==> src/rtl/lsu_pkg.sv <==
// Shared types for the load/store unit: access size, completion status, FSM state.
// No logic of its own beyond a size-to-byte-count helper.
// Imported by the lane aligner and the AXI sequencing top.
package lsu_pkg;

  typedef enum logic [1:0] {
    SZ_B = 2'd0,
    SZ_H = 2'd1,
    SZ_W = 2'd2,
    SZ_D = 2'd3
  } mem_size_t;

  typedef enum logic [1:0] {
    ERR_OK       = 2'd0,
    ERR_MISALIGN = 2'd1,
    ERR_BUSERR   = 2'd2
  } lsu_err_t;

  typedef enum logic [2:0] {
    ST_IDLE    = 3'd0,
    ST_RD_ADDR = 3'd1,
    ST_RD_DATA = 3'd2,
    ST_WR_REQ  = 3'd3,
    ST_WR_RESP = 3'd4,
    ST_RESP    = 3'd5
  } lsu_state_t;

  // Number of bytes touched by an access of the given size.
  function automatic logic [3:0] size_bytes(input mem_size_t sz);
    return 4'd1 << sz;
  endfunction

endpackage

==> src/rtl/lsu_lane_align.sv <==
// Byte-lane steering: store data/strobe shift up to the lane offset, load data shift down and extend.
// Latency: purely combinational.
// Backpressure: none, no handshake of its own.
module lsu_lane_align
  import lsu_pkg::*;
#(
  parameter int XLEN = 32,
  localparam int NB  = XLEN / 8,
  localparam int OW  = $clog2(NB)
) (
  input  logic [OW-1:0]   off_i,
  input  mem_size_t       size_i,
  input  logic            unsigned_i,
  input  logic [XLEN-1:0] st_data_i,
  output logic [XLEN-1:0] st_data_o,
  output logic [NB-1:0]   st_strb_o,
  input  logic [XLEN-1:0] ld_data_i,
  output logic [XLEN-1:0] ld_data_o
);

  logic [3:0]      nbytes;
  logic [NB-1:0]   size_strb;
  logic [XLEN-1:0] lane_mask;
  logic [XLEN-1:0] ld_shift;
  logic            sign_bit;

  // Shift store lanes up, load lanes down, then mask and sign/zero fill above the access width.
  always_comb begin
    nbytes    = size_bytes(size_i);
    size_strb = '0;
    lane_mask = '0;
    for (int i = 0; i < NB; i++) begin
      size_strb[i]         = (i < int'(nbytes));
      lane_mask[8*i +: 8]  = {8{size_strb[i]}};
    end
    st_strb_o = size_strb << off_i;
    st_data_o = st_data_i << {off_i, 3'b000};
    ld_shift  = ld_data_i >> {off_i, 3'b000};
    case (size_i)
      SZ_B:    sign_bit = ld_shift[7];
      SZ_H:    sign_bit = ld_shift[15];
      SZ_W:    sign_bit = ld_shift[31];
      default: sign_bit = ld_shift[XLEN-1];
    endcase
    if (unsigned_i) sign_bit = 1'b0;
    ld_data_o = (ld_shift & lane_mask) | ({XLEN{sign_bit}} & ~lane_mask);
  end

endmodule

==> src/rtl/lsu_axi_master.sv <==
// Runs one core load/store as an AXI4-Lite master transaction with lane steering and error reporting.
// Latency: min load accept->resp_valid 3 cycles; misaligned requests complete after 1 cycle with no bus traffic.
// Backpressure: req_ready only in IDLE; AXI valids held until ready; resp_valid is a one-cycle pulse, not stallable.
module lsu_axi_master
  import lsu_pkg::*;
#(
  parameter int          XLEN   = 32,
  parameter int          ADDR_W = 32,
  parameter logic [2:0]  AXPROT = 3'b000,
  localparam int         NB     = XLEN / 8,
  localparam int         OW     = $clog2(NB)
) (
  input  logic              clk,
  input  logic              rstn,
  input  logic              req_valid,
  output logic              req_ready,
  input  logic              req_we,
  input  logic [ADDR_W-1:0] req_addr,
  input  logic [1:0]        req_size,
  input  logic              req_unsigned,
  input  logic [XLEN-1:0]   req_wdata,
  output logic              resp_valid,
  output logic [XLEN-1:0]   resp_data,
  output logic [1:0]        resp_err,
  output logic [ADDR_W-1:0] axi_araddr,
  output logic              axi_arvalid,
  output logic [2:0]        axi_arprot,
  input  logic              axi_arready,
  input  logic [XLEN-1:0]   axi_rdata,
  input  logic [1:0]        axi_rresp,
  input  logic              axi_rvalid,
  output logic              axi_rready,
  output logic [ADDR_W-1:0] axi_awaddr,
  output logic              axi_awvalid,
  output logic [2:0]        axi_awprot,
  input  logic              axi_awready,
  output logic [XLEN-1:0]   axi_wdata,
  output logic [NB-1:0]     axi_wstrb,
  output logic              axi_wvalid,
  input  logic              axi_wready,
  input  logic [1:0]        axi_bresp,
  input  logic              axi_bvalid,
  output logic              axi_bready
);

  lsu_state_t        state_q, state_d;
  logic [OW-1:0]     off_q, off_d;
  mem_size_t         size_q, size_d;
  logic              uns_q, uns_d;
  logic              arvalid_q, arvalid_d, rready_q, rready_d;
  logic              awvalid_q, awvalid_d, wvalid_q, wvalid_d, bready_q, bready_d;
  logic [ADDR_W-1:0] araddr_q, araddr_d, awaddr_q, awaddr_d;
  logic [XLEN-1:0]   wdata_q, wdata_d, rsp_data_q, rsp_data_d;
  logic [NB-1:0]     wstrb_q, wstrb_d;
  logic              rsp_vld_q, rsp_vld_d;
  lsu_err_t          rsp_err_q, rsp_err_d;

  mem_size_t         req_sz;
  logic [OW-1:0]     req_off;
  logic [ADDR_W-1:0] req_addr_al;
  logic              misalign;
  logic [OW-1:0]     la_off;
  mem_size_t         la_size;
  logic              la_uns;
  logic [XLEN-1:0]   la_st_data, la_ld_data;
  logic [NB-1:0]     la_st_strb;

  assign req_sz      = mem_size_t'(req_size);
  assign req_off     = req_addr[OW-1:0];
  assign req_addr_al = {req_addr[ADDR_W-1:OW], {OW{1'b0}}};

  // Offset must be a multiple of the access width; doubleword only exists on a 64-bit datapath.
  always_comb begin
    case (req_sz)
      SZ_B:    misalign = 1'b0;
      SZ_H:    misalign = req_off[0];
      SZ_W:    misalign = (req_off[1:0] != 2'b00);
      default: misalign = (XLEN != 64) || (req_off != '0);
    endcase
  end

  // The aligner sees live request fields while idle (store lanes are captured at accept)
  // and the latched fields afterwards (load extraction on R).
  assign la_off  = (state_q == ST_IDLE) ? req_off      : off_q;
  assign la_size = (state_q == ST_IDLE) ? req_sz       : size_q;
  assign la_uns  = (state_q == ST_IDLE) ? req_unsigned : uns_q;

  lsu_lane_align #(.XLEN(XLEN)) u_align (
    .off_i      (la_off),
    .size_i     (la_size),
    .unsigned_i (la_uns),
    .st_data_i  (req_wdata),
    .st_data_o  (la_st_data),
    .st_strb_o  (la_st_strb),
    .ld_data_i  (axi_rdata),
    .ld_data_o  (la_ld_data)
  );

  // Next-state and next register values for the transaction sequencer.
  always_comb begin
    state_d    = state_q;
    off_d      = off_q;
    size_d     = size_q;
    uns_d      = uns_q;
    arvalid_d  = arvalid_q;
    araddr_d   = araddr_q;
    rready_d   = rready_q;
    awvalid_d  = awvalid_q;
    awaddr_d   = awaddr_q;
    wvalid_d   = wvalid_q;
    wdata_d    = wdata_q;
    wstrb_d    = wstrb_q;
    bready_d   = bready_q;
    rsp_vld_d  = 1'b0;
    rsp_data_d = rsp_data_q;
    rsp_err_d  = rsp_err_q;
    case (state_q)
      ST_IDLE: begin
        if (req_valid) begin
          off_d  = req_off;
          size_d = req_sz;
          uns_d  = req_unsigned;
          if (misalign) begin
            rsp_vld_d  = 1'b1;
            rsp_data_d = '0;
            rsp_err_d  = ERR_MISALIGN;
            state_d    = ST_RESP;
          end else if (req_we) begin
            awvalid_d = 1'b1;
            wvalid_d  = 1'b1;
            awaddr_d  = req_addr_al;
            wdata_d   = la_st_data;
            wstrb_d   = la_st_strb;
            state_d   = ST_WR_REQ;
          end else begin
            arvalid_d = 1'b1;
            araddr_d  = req_addr_al;
            state_d   = ST_RD_ADDR;
          end
        end
      end
      ST_RD_ADDR: begin
        if (axi_arready) begin
          arvalid_d = 1'b0;
          rready_d  = 1'b1;
          state_d   = ST_RD_DATA;
        end
      end
      ST_RD_DATA: begin
        if (axi_rvalid) begin
          rready_d  = 1'b0;
          rsp_vld_d = 1'b1;
          if (axi_rresp != 2'b00) begin
            rsp_err_d  = ERR_BUSERR;
            rsp_data_d = '0;
          end else begin
            rsp_err_d  = ERR_OK;
            rsp_data_d = la_ld_data;
          end
          state_d = ST_RESP;
        end
      end
      ST_WR_REQ: begin
        if (awvalid_q && axi_awready) awvalid_d = 1'b0;
        if (wvalid_q && axi_wready)   wvalid_d  = 1'b0;
        if (!awvalid_d && !wvalid_d) begin
          bready_d = 1'b1;
          state_d  = ST_WR_RESP;
        end
      end
      ST_WR_RESP: begin
        if (axi_bvalid) begin
          bready_d   = 1'b0;
          rsp_vld_d  = 1'b1;
          rsp_data_d = '0;
          rsp_err_d  = (axi_bresp != 2'b00) ? ERR_BUSERR : ERR_OK;
          state_d    = ST_RESP;
        end
      end
      ST_RESP: state_d = ST_IDLE;
      default: state_d = ST_IDLE;
    endcase
  end

  // State and all bus-facing registers; reset abandons any transaction in flight.
  always_ff @(posedge clk or negedge rstn) begin
    if (!rstn) begin
      state_q    <= ST_IDLE;
      off_q      <= '0;
      size_q     <= SZ_B;
      uns_q      <= 1'b0;
      arvalid_q  <= 1'b0;
      araddr_q   <= '0;
      rready_q   <= 1'b0;
      awvalid_q  <= 1'b0;
      awaddr_q   <= '0;
      wvalid_q   <= 1'b0;
      wdata_q    <= '0;
      wstrb_q    <= '0;
      bready_q   <= 1'b0;
      rsp_vld_q  <= 1'b0;
      rsp_data_q <= '0;
      rsp_err_q  <= ERR_OK;
    end else begin
      state_q    <= state_d;
      off_q      <= off_d;
      size_q     <= size_d;
      uns_q      <= uns_d;
      arvalid_q  <= arvalid_d;
      araddr_q   <= araddr_d;
      rready_q   <= rready_d;
      awvalid_q  <= awvalid_d;
      awaddr_q   <= awaddr_d;
      wvalid_q   <= wvalid_d;
      wdata_q    <= wdata_d;
      wstrb_q    <= wstrb_d;
      bready_q   <= bready_d;
      rsp_vld_q  <= rsp_vld_d;
      rsp_data_q <= rsp_data_d;
      rsp_err_q  <= rsp_err_d;
    end
  end

  assign req_ready   = (state_q == ST_IDLE);
  assign resp_valid  = rsp_vld_q;
  assign resp_data   = rsp_data_q;
  assign resp_err    = rsp_err_q;
  assign axi_araddr  = araddr_q;
  assign axi_arvalid = arvalid_q;
  assign axi_arprot  = AXPROT;
  assign axi_rready  = rready_q;
  assign axi_awaddr  = awaddr_q;
  assign axi_awvalid = awvalid_q;
  assign axi_awprot  = AXPROT;
  assign axi_wdata   = wdata_q;
  assign axi_wstrb   = wstrb_q;
  assign axi_wvalid  = wvalid_q;
  assign axi_bready  = bready_q;

endmodule

==> config.mk <==
export PLATFORM = sky130hd
export DESIGN_NAME = lsu_axi_master
export DESIGN_NICKNAME = d
export VERILOG_FILES = /design/src/rtl/lsu_pkg.sv /design/src/rtl/lsu_lane_align.sv /design/src/rtl/lsu_axi_master.sv
export SDC_FILE = /design/constraint.sdc
export NUM_CORES = 1
export LEC_CHECK = 0
export CELL_PAD_IN_SITES_DETAIL_PLACEMENT = 0
export CELL_PAD_IN_SITES_GLOBAL_PLACEMENT = 1
export CORE_ASPECT_RATIO = 0.9
export CORE_MARGIN = 10
export CORE_UTILIZATION = 36
export CTS_CLUSTER_DIAMETER = 30
export CTS_CLUSTER_SIZE = 24
export DETAILED_ROUTE_END_ITERATION = 7
export MAX_ROUTING_LAYER = met4
export PLACE_DENSITY = 0.91
export SETUP_SLACK_MARGIN = 0.15
export SLEW_MARGIN = 30
export SYNTH_ARGS = -nofsm -noshare
export SYNTH_HDL_FRONTEND = slang
export SYNTH_SLANG_ARGS = --single-unit
==> constraint.sdc <==
create_clock -name clk -period 3.75 [get_ports clk]
set_clock_uncertainty 0.15 [all_clocks]
set_input_delay 0.75 -clock clk [delete_from_list [all_inputs] [get_ports clk]]
set_output_delay 0.75 -clock clk [all_outputs]
set_load 0.005 [all_outputs]
======== Yosys cells after proc, flatten, opt, wreduce, memory -nomap -nowiden ========
Cells that the tools add are included.
cells by class
  $add $sub $neg .......................... 0
  $mul .................................... 0
  div/mod/pow operators ................... 0
  magnitude comparators ................... 4
  eq/ne operators ......................... 16
  shift operators ......................... 4
  muxes and demuxes ....................... 52
  bitwise gates (word level) .............. 6
  reductions and logical operators ........ 25
operators by type and width
  cell                                                  number
  2-to-1 mux 32 bit                                     5
  case mux 32 bit (3 select lines)                      1
  bitwise AND 32 bit                                    2
  NOT 32 bit                                            1
  OR 32 bit                                             1
  << shifter 32 x 5 -> 32 bit                           1
  right shift 32 x 5 -> 32 bit                          1
  2-to-1 mux 1 bit                                      21
  2-to-1 mux 2 bit                                      9
  2-to-1 mux 3 bit                                      6
  case mux 3 bit (5 select lines)                       1
  AND reduction 5 bit                                   3
  != test 2 bit (second input constant)                 7
  nonzero test 2 bit                                    7
  case mux 1 bit (2 select lines)                       6
  AND reduction 4 bit                                   3
  < comparator 1 x 4 -> 1 bit (first input constant)    2
  < comparator 2 x 4 -> 1 bit (first input constant)    2
  equality test 3 x 2 -> 1 bit (second input constant)  2
  case mux 1 bit (3 select lines)                       2
  case mux 2 bit (3 select lines)                       1
  AND reduction 3 bit                                   2
  equality test 2 x 1 -> 1 bit (second input constant)  2
  zero test 2 bit                                       2
  other kinds (12)                                      17
storage, ports and cells
  flip-flop bits (word level) ............. 144
  bits in latches ......................... 0
  memory bits (writable) .................. 0
  bits in read-only memories .............. 0
  bits of input ports ..................... 112
  output and inout bits ................... 147
  word-level logic and storage cells ...... 123
  memories ................................ 0

======== Depth between registers and ports, before layout ========
Gate-level depths: netlist of the first run.
  depth in word-level cells ............... 10
  depth in mapped cells ................... 8

======== By module ========
A second synthesis of the first run with hierarchy kept.
second synthesis, totals
  cells, all modules ...................... 647
  area, all modules ....................... 7499.7 sq um
by module, submodules not included
  module          instances  cells an instance  area an instance (sq um)  sequential area each (sq um)
  lsu_axi_master  1          434                5974.5                    3603.5
  lsu_lane_align  1          213                1525.2                    0.0

======== Worst setup path before layout of the first run ========
No wires, ideal clock.
  path type ............................... input to register
  start ................................... input port req_addr[1]
  end ..................................... register araddr_q[10] (netlist: axi_araddr[10])
  setup time .............................. 0.125 ns
  data arrival time ....................... 2.200 ns
  path slack .............................. 1.275 ns
  cell stages on the path ................. 7
  path buffers ............................ 2
  cells stage by stage .................... buf_2 -> o21a_1 -> o22ai_1 -> nand2_1 -> nor2_1 -> buf_2 -> mux2_2
between the ends
  cells in the longest elaborated chain, start to end .. 4
RTL lines
  item                                  line                   source
  from (decl)                           lsu_axi_master.sv:18   input logic [ADDR_W-1:0] req_addr,
  nonzero test 2 bit                    lsu_axi_master.sv:77   SZ_W: misalign = (req_off[1:0] != 2'b00);
  case mux 1 bit (3 select lines)       lsu_axi_master.sv:74   case (req_sz)
  NOT 1 bit (no source line)            --
  AND reduction 4 bit (no source line)  --
  to (signal assigned)                  lsu_axi_master.sv:210  araddr_q <= araddr_d;
  to (decl)                             lsu_axi_master.sv:52   logic [ADDR_W-1:0] araddr_q, araddr_d, awaddr_q, awaddr_d;
Every way passes these cells.
A chain may end at the register's enable or synchronous reset.

======== Worst setup path in the final report of the first run ========
  start ................................... register state_q[0]
  end ..................................... output port req_ready
between the ends
  cells in the longest elaborated chain, start to end .. 1
RTL lines
  item                    line                   source
  from (decl)             lsu_axi_master.sv:46   lsu_state_t state_q, state_d;
  from (signal assigned)  lsu_axi_master.sv:205  state_q <= state_d;
  zero test 3 bit         lsu_axi_master.sv:224  assign req_ready = (state_q == ST_IDLE);
  to (decl)               lsu_axi_master.sv:16   output logic req_ready,
Every way passes these cells.

==> results.sh, run 1 <==
export IMPL_postCtsSetupRepairBufs=0
export IMPL_coreArea_um2=18350
export IMPL_cts_hold_fix_buffers=0
export IMPL_finalNetCount=960
export IMPL_start_kind="flip-flop"
export IMPL_hpwlAfterDp_mm=16.21
export IMPL_synth_xor_area_share_pct=0
export IMPL_synth_area_um2=6705
export IMPL_vias=5533
export IMPL_cp_required_ps=2850
export IMPL_relSlewSlack_pct=42.26
export IMPL_period_needed_ps=3093
export IMPL_cts_max_level=4
export IMPL_start_util_pct=36.55
export IMPL_cts_clk_slew_worst_paths_ps=50
export IMPL_cts_buffers=17
export IMPL_maxSlewViolCount=0
export IMPL_ant_nets=0
export IMPL_cp_max_fo=14
export IMPL_vdd_drop_max_v=0.0004217
export IMPL_ys_seq_elements=144
export IMPL_boundaryPins=259
export IMPL_synth_top_family_by_area="multiplexers"
export IMPL_worstHoldPathType="input port to asynchronous set/reset pin"
export IMPL_synth_distinct_cells=56
export IMPL_r2r_setup_slack_ps=960
export IMPL_power_leakage_nw=4.423
export IMPL_grtUsageTotal_pct=18.19
export IMPL_tightest_slew_ps=859.6
export IMPL_rsz0062_at_grt="false"
export IMPL_yosysTopAreaCell="dfrtp_1"
export IMPL_final_cell_mix="clkdlybuf4s50_1 (247), dfrtp_1 (144), nand2_1 (126), mux2_2 (45), mux2i_1 (32)"
export IMPL_r2r_start="state_q[0]"
export IMPL_drcViolationCount=0
export IMPL_grt_max_degree=66
export IMPL_hold_viol=0
export IMPL_grt_pass1_vias=5892
export IMPL_synth_ff_type="dfrtp_1"
export IMPL_timing_fmax_ghz=0.3233
export IMPL_power_density_nw_per_um2=771.2
export IMPL_layout_commonest_cell="clkdlybuf4s50_1"
export IMPL_r2r_cells=6
export IMPL_cts_sinks=144
export IMPL_synth_compound_area_share_pct=13.60
export IMPL_synth_top_area_share_pct=53.74
export IMPL_wl_per_cell_um=19.82
export IMPL_async_flop_share_pct=100.0
export IMPL_fin_tns_setup_ps=0
export IMPL_yosysWarnings=0
export IMPL_drtIter0Drc=276
export IMPL_insertion_delay_ps=420
export IMPL_cp_arrival_ps=2190
export IMPL_firstDrtPassIters=6
export IMPL_grt_overflow_total=0
export IMPL_path_class="flip-flop to output port"
export IMPL_synth_edf_count=0
export IMPL_synthTopCellsByArea="dfrtp_1 (54%), mux2_2 (7.6%), nand2_1 (7.1%)"
export IMPL_antenna_found_initial=0
export IMPL_min_period_over_period_pct=82.48
export IMPL_cts_root_buf="clkbuf_16"
export IMPL_die_width_um=163.9
export IMPL_cts_tree="yes"
export IMPL_cts_repair_resized=0
export IMPL_area_growth_pct=49.54
export IMPL_io_buffers=248
export IMPL_synthAdderAreaFrac_pct=0
export IMPL_wirelength_mm=21.88
export IMPL_std_cell_rows=47
export IMPL_status="complete, no violations"
export IMPL_synthMuxAreaShare_pct=15.39
export IMPL_gp_congestion=0.8257
export IMPL_holdWs_ps=166.1
export IMPL_synth_cells=605
export IMPL_ys_seq_area_share_pct=53.74
export IMPL_drv_cap=0
export IMPL_synthSimpleGateAreaFrac_pct=12.39
export IMPL_r2r_end="resp_data[28]"
export IMPL_syn_area_per_cell_um2=11.08
export IMPL_die_area_um2=24490
export IMPL_antennaDiodeCount=0
export IMPL_final_layout_size_suffix_gt1_share_pct=12.81
export IMPL_finalSetupViolCount=0
export IMPL_viasPerCell=5.012
export IMPL_endpoint_kind="output port"
export IMPL_grt_pass1_wl_mm=33.57
export IMPL_clockBufferDepth=2
export IMPL_die_h_um=149.5
## worst max-delay path by stage
stage,depth (start not counted),endpoint,from,slack (ps)
floorplan,7,axi_araddr[10],req_addr[1],1280
global placement,7,axi_wstrb[3],req_size[0],550
detailed placement,7,axi_wstrb[3],req_size[0],490
CTS,3,req_ready,state_q[0],630
global route,3,req_ready,state_q[0],560
finish,3,req_ready,state_q[0],660
## area by class of cell
type | instances | area (µm²)
inverter | 9 | 33.78
clock buffer | 21 | 470.5
sequential | 144 | 3603
multi-input combinational | 413 | 2846
timing repair buffer | 263 | 2634
fill | 1632 | 8320
tap | 245 | 306.5
clock inverter | 9 | 132.6
## kinds of logic (layout without fill, tap and decap cells)
kind of cell / after synthesis / in the layout
simple gates: 193 / 193
flops: 144 / 144
compound gates: 118 / 118
mux: 92 / 92
buf+inv: 57 / 302
other cells: 1 / 10
## per-layer routing
layer | global-route usage [%] | up-vias | share of wire, %
met5 | - | - | 0
met4 | 5.223 | 0 | 1.4
met3 | 7.828 | 20 | 10
met2 | 27.05 | 227 | 45
met1 | 22.15 | 2655 | 43
li1 | - | 2631 | -
## worst max-delay path: stages, from the launching register on
cell and delay (ps):
dfrtp_1 530, or3_1 420, inv_1 230, clkdlybuf4s50_1 590
## registers in the layout, summed over array words and instances (netlist names)
name,flops
axi_araddr,30
axi_arvalid,1
axi_awaddr,30
axi_awvalid,1
axi_bready,1
axi_rready,1
axi_wdata,32
axi_wstrb,4
axi_wvalid,1
off_q,2
resp_data,32
resp_err,2
resp_valid,1
size_q,2
state_q,3
uns_q,1
## stage by stage
stage / cells / setup WS (ps) / area, µm² / power [mW] / utilization, %
2_1_floorplan: 614 / 1275 / 6739 / 4.213 / -
3_3_place_gp: 1074 / 546.3 / 9419 / 5.993 / 51.34
3_5_place_dp: 1074 / 487.0 / 9423 / 6.040 / 51.36
4_1_cts: 1104 / 634.3 / 10030 / 7.841 / 54.64
5_1_grt: 1104 / 555.1 / 10030 / 8.229 / 54.65
6_report: 1104 / 657.0 / 10030 / 7.733 / 54.65
## synthesized netlist by cell type, types with 10 or more instances
| master | number |
|---|---|
| nor2_1 | 32 |
| a221o_1 | 22 |
| mux2_2 | 45 |
| buf_2 | 12 |
| o21ai_0 | 20 |
| dfrtp_1 | 144 |
| mux2i_1 | 33 |
| a221oi_1 | 10 |
| nand2_1 | 126 |
| clkbuf_1 | 16 |
| buf_4 | 15 |
## where the power goes
part	leakage, nW	total, mW	switching (mW)	internal [mW]
registers	1.83	2.55	0.386	2.16
clock network	0.291	1.75	0.654	1.09
logic	2.30	3.44	1.50	1.94
Power figures use the tool's default switching activity.
==> run 2, diff against run 1 <==
Settings changed: CORE_UTILIZATION 36 to 33, PLACE_DENSITY 0.91 to 0.85.
Clock period 3.75 ns to 3 ns, I/O delays scaled along.
==> run 2 against run 1 <==
Die area grew 7.9%. Combinational power grew 30%. Non-clock buffer count rose by 10. Core utilization down 3.6 points. Sequential power grew 23%. Critical path depth unchanged. Flip-flop and latch count is the same. Global-route usage is 0.75 points lower. Register-to-register slack got worse by 570 ps. Critical path type unchanged. Critical endpoint unchanged.
==> results.sh, run 2 (same netlist as run 1, synthesis figures left out) <==
export IMPL_status="complete, no violations"
export IMPL_cts_hold_fix_buffers=0
export IMPL_finalNetCount=970
export IMPL_boundaryPins=259
export IMPL_cp_top_family="buffers and inverters"
export IMPL_die_h_um=155.2
export IMPL_power_leakage_nw=4.506
export IMPL_grt_overflow_total=0
export IMPL_r2r_end="resp_data[18]"
export IMPL_startpoint="state_q[1]"
export IMPL_layout_commonest_cell="clkdlybuf4s50_1"
export IMPL_endpoint_kind="output port"
export IMPL_r2r_cells=5
export IMPL_relSlewSlack_pct=41.26
export IMPL_hold_viol=0
export IMPL_coreArea_um2=19990
export IMPL_cts_max_level=4
export IMPL_cts_root_buf="clkbuf_16"
export IMPL_insertion_delay_ps=420
export IMPL_rsz0062_at_grt="false"
export IMPL_cp_arrival_ps=1950
export IMPL_utilization_pct=51.01
export IMPL_crit_path_end="req_ready"
export IMPL_grtUsageTotal_pct=17.44
export IMPL_cts_sinks=144
export IMPL_die_width_um=170.3
export IMPL_cp_depth=3
export IMPL_antenna_found_initial=1
export IMPL_postCtsSetupRepairBufs=0
export IMPL_drv_cap=0
export IMPL_wl_per_cell_um=20.05
export IMPL_final_cell_mix="clkdlybuf4s50_1 (247), dfrtp_1 (144), nand2_1 (126), mux2_2 (45), mux2i_1 (32)"
export IMPL_vdd_drop_max_v=0.0004437
export IMPL_clockBufferDepth=2
export IMPL_finalSetupViolCount=0
export IMPL_path_cells="or3_1, inv_2, clkdlybuf4s50_1"
export IMPL_drcViolationCount=0
export IMPL_io_buffers=248
export IMPL_viasPerCell=5.022
export IMPL_gp_congestion=0.8030
export IMPL_r2r_start="state_q[1]"
export IMPL_cts_buffers=17
export IMPL_std_cell_rows=49
export IMPL_drtIter0Drc=348
export IMPL_final_layout_size_suffix_gt1_share_pct=14.12
export IMPL_grt_pass1_wl_mm=35.02
export IMPL_wirelength_mm=22.60
export IMPL_power_density_nw_per_um2=979.8
export IMPL_cp_required_ps=2250
export IMPL_min_period_over_period_pct=90.09
export IMPL_fin_tns_setup_ps=0
export IMPL_crit_buf_inv=2
export IMPL_path_class="flip-flop to output port"
export IMPL_die_area_um2=26430
export IMPL_area_growth_pct=52.04
export IMPL_cpMaxStageDelayCell="clkdlybuf4s50_1"
export IMPL_cts_repair_resized=0
export IMPL_cp_max_fo=8
export IMPL_firstDrtPassIters=4
export IMPL_maxSlewViolCount=0
export IMPL_worstHoldPathType="input port to asynchronous set/reset pin"
export IMPL_timing_fmax_ghz=0.3700
export IMPL_fillCellCount=1832
export IMPL_cts_tree="yes"
export IMPL_grt_pass1_vias=6075
export IMPL_hpwlAfterDp_mm=16.48
export IMPL_period_needed_ps=2703
export IMPL_max_stage_delay_ps=540
export IMPL_tightest_slew_ps=881.2
export IMPL_start_util_pct=33.55
export IMPL_grt_max_degree=145
export IMPL_start_kind="flip-flop"
export IMPL_r2r_setup_slack_ps=390
export IMPL_ant_nets=0
export IMPL_vias=5660
export IMPL_cts_clk_slew_worst_paths_ps=60
[run 2: changes by cell type in the layout (fill, tap and decap cells not counted), moves of 2 or more]
| cell | before | now |
|---|---|---|
| buf_12 | 3 | 5 |
| buf_4 | 12 | 20 |
| inv_6 | 1 | 4 |
| inv_8 | 0 | 2 |
| clkinv_2 | 2 | 0 |
[run 2: metal layers]
layer / vias to the layer above / track usage (%) / share of wire [%]
met2: 214 / 27.09 / 46
met1: 2777 / 20.30 / 43
met5: - / - / 0
li1: 2656 / - / -
met4: 0 / 4.341 / 0.83
met3: 13 / 7.766 / 10
[run 2: metrics by stage]
step | cells | hold slack, ps | area [µm²] | total power, mW | worst slack [ps]
detailed placement | 1094 | 311.8 | 9532 | 7.680 | 62.97
global route | 1127 | 203.0 | 10190 | 10.64 | 228.4
global placement | 1094 | 306.6 | 9532 | 7.615 | 83.23
CTS | 1126 | 186.4 | 10190 | 10.14 | 178.9
finish | 1127 | 91.27 | 10190 | 9.989 | 297.3
floorplan | 614 | 154.4 | 6739 | 5.267 | 675.4
[run 2: worst register-to-register path, delay by kind of cell (launching register included)]
kind            cells  cell delay [ps]
compound gates      1              220
buf+inv             1              230
flops               1              370
mux                 1              350
simple gates        2             1210
[run 2: where the power goes]
part	internal [mW]	total, mW	switching (mW)
Clock	1.48	2.38	0.899
Sequential	2.70	3.14	0.445
Combinational	2.51	4.46	1.95
Total	6.70	9.99	3.29
[run 2: how the worst min path moves through the flow]
stage                         from             end
floorplan                     rstn  axi_araddr[10]
global placement    axi_awaddr[11]  axi_awaddr[11]
detailed placement  axi_awaddr[15]  axi_awaddr[15]
CTS                           rstn     resp_err[0]
global route                  rstn     resp_err[0]
finish                        rstn     resp_err[1]
[run 2: final cells by class]
cell class | instances | area [µm²] | area share [%]
clock buffers | 20 | 466.7 | 4.578
clock inverters | 12 | 193.9 | 1.902
diodes | 1 | 2.502 | 0.02455
inverters | 9 | 33.78 | 0.3314
multi-input cells | 413 | 2841 | 27.87
well taps | 255 | 319.1 | 3.130
repair buffers | 273 | 2734 | 26.82
flip-flops and latches | 144 | 3603 | 35.35
==> run 3, diff against run 2 <==
Settings changed: CORE_UTILIZATION 33 to 48, DONT_BUFFER_PORTS set to 1, PLACE_DENSITY 0.85 to 0.84.
==> run 3 against run 2 <==
The flow now finishes with violations (negative hold slack). Clock power is 13% lower. Die area is 28% lower. Final cell count is 31% lower. Largest cell class unchanged. Global-route usage is 3.4 points higher. Highest routed layer unchanged. First-iteration DRC count is 2.9% lower. Non-clock buffer count is 259 lower. Core utilization is 3.8 points higher. Via count is 16% lower. Wire length is 14% lower. Register-to-register slack worse by 50 ps. Clock-buffer cell count is 3 lower. Sequential power is 9.9% higher.
==> results.sh, run 3 (same netlist as run 1, synthesis figures left out) <==
export IMPL_place_inst=747
export IMPL_cts_max_level=4
export IMPL_drcViolationCount=0
export IMPL_rsz0062_at_grt="false"
export IMPL_cts_sinks=144
export IMPL_cts_repair_resized=0
export IMPL_fillCellCount=1149
export IMPL_cts_root_buf="clkbuf_16"
export IMPL_cp_required_ps=2250
export IMPL_io_buffers=0
export IMPL_area_growth_pct=10.49
export IMPL_instances_no_fill=780
export IMPL_finalPower_mw=7.983
export IMPL_cp_max_fo=11
export IMPL_grt_pass1_vias=5107
export IMPL_endpoint_kind="output port"
export IMPL_start_kind="flip-flop"
export IMPL_boundaryPins=259
export IMPL_grt_max_degree=145
export IMPL_die_width_um=144.6
export IMPL_drv_cap=0
export IMPL_power_density_nw_per_um2=1078
export IMPL_finalSetupViolCount=0
export IMPL_finalNetCount=711
export IMPL_hpwlAfterDp_mm=14.28
export IMPL_path_class="flip-flop to output port"
export IMPL_timing_fmax_ghz=0.3704
export IMPL_final_cell_mix="dfrtp_1 (144), nand2_1 (126), mux2_2 (45), mux2i_1 (32), nor2_1 (31)"
export IMPL_min_period_over_period_pct=89.99
export IMPL_firstDrtPassIters=4
export IMPL_cts_clk_slew_worst_paths_ps=70
export IMPL_drtIter0Drc=338
export IMPL_gp_congestion=0.8477
export IMPL_wirelength_mm=19.45
export IMPL_start_util_pct=49.62
export IMPL_grtUsageTotal_pct=20.87
export IMPL_viasPerCell=6.076
export IMPL_cp_arrival_ps=1950
export IMPL_final_layout_size_suffix_gt1_share_pct=18.14
export IMPL_std_cell_rows=40
export IMPL_failed_checks="negative hold slack"
export IMPL_clockBufferDepth=2
export IMPL_relSlewSlack_pct=40.94
export IMPL_worstHoldPathType="input port to asynchronous set/reset pin"
export IMPL_period_needed_ps=2700
export IMPL_holdWs_ps=-288.1
export IMPL_hold_viol=144
export IMPL_antennaDiodeCount=0
export IMPL_grt_pass1_wl_mm=30.28
export IMPL_cts_buffers=17
export IMPL_layout_commonest_cell="dfrtp_1"
export IMPL_grt_overflow_total=0
export IMPL_multiInputGateArea_um2=2839
export IMPL_vias=4739
export IMPL_vdd_drop_max_v=0.0005462
export IMPL_fin_tns_setup_ps=0
export IMPL_coreArea_um2=13510
export IMPL_cts_tree="yes"
export IMPL_ant_nets=0
export IMPL_maxSlewViolCount=0
export IMPL_regArea_um2=3603
export IMPL_antenna_found_initial=0
export IMPL_status="finished, violations left"
export IMPL_power_leakage_nw=3.454
export IMPL_die_area_um2=19100
export IMPL_insertion_delay_ps=420
export IMPL_wl_per_cell_um=24.93
export IMPL_die_h_um=132.1
export IMPL_tightest_slew_ps=886.0
==> run 3: changes by cell type in the layout (fill, tap and decap cells not counted), moves of 3 or more <==
cell and delta:
clkbuf_8 -3, clkinvlp_4 +4, buf_4 -9, bufinv_16 -3, clkdlybuf4s50_1 -247
==> run 3: area by class of cell <==
cell class | count | share of cell area, %
Inverter | 9 | 0.4560
Sequential cell | 144 | 48.64
Clock inverter | 15 | 2.077
Multi-Input combinational cell | 413 | 38.32
Clock buffer | 17 | 5.742
Timing Repair Buffer | 14 | 1.925
Tap cell | 168 | 2.837
==> run 3: path summary, 6_finish.rpt <==
path,from,end,slack [ps],cells after the start
max reg2reg,state_q[1],resp_data[25],340,6
max in group asynchronous,rstn,resp_data[7],2710,0
min in group clk,req_addr[11],axi_awaddr[11],130,2
max,state_q[1],req_ready,300,3
min,rstn,resp_data[22],-290,0
min reg2reg,axi_awaddr[19],axi_awaddr[19],360,2
==> run 3: what timing repair did <==
action / in CTS / in global routing
hold endpoints to repair: 144 / 144
setup buffers: 0 / 1
setup endpoints to repair: 0 / 15
==> run 3: metal layers <==
metal	up-vias	GRT usage, %	part of all wire [%]
met3	37	9.690	12
met4	0	8.418	2.5
met2	210	32.95	50
li1	2132	-	-
met1	2360	22.12	35
met5	-	-	0
==> run 3: through the flow <==
step                      worst slack, ps  util (%)  instance area (µm²)
after floorplan                     675.4         -                 6739
after global placement              321.5     50.38                 6808
after detailed placement            201.2     50.38                 6808
after CTS                           168.9     54.67                 7387
after global routing                178.5     54.82                 7408
final                               300.2     54.82                 7408
==> run 3: power breakdown <==
group	internal (mW)	switching, mW	total [mW]
combinational	1.16	1.32	2.48
clock	1.16	0.893	2.06
sequential	2.70	0.743	3.45
==> run 3: critical path: stages (launching register included) <==
cell and delay [ps]:
dfrtp_1 370, or3_1 650, inv_1 320, buf_4 180
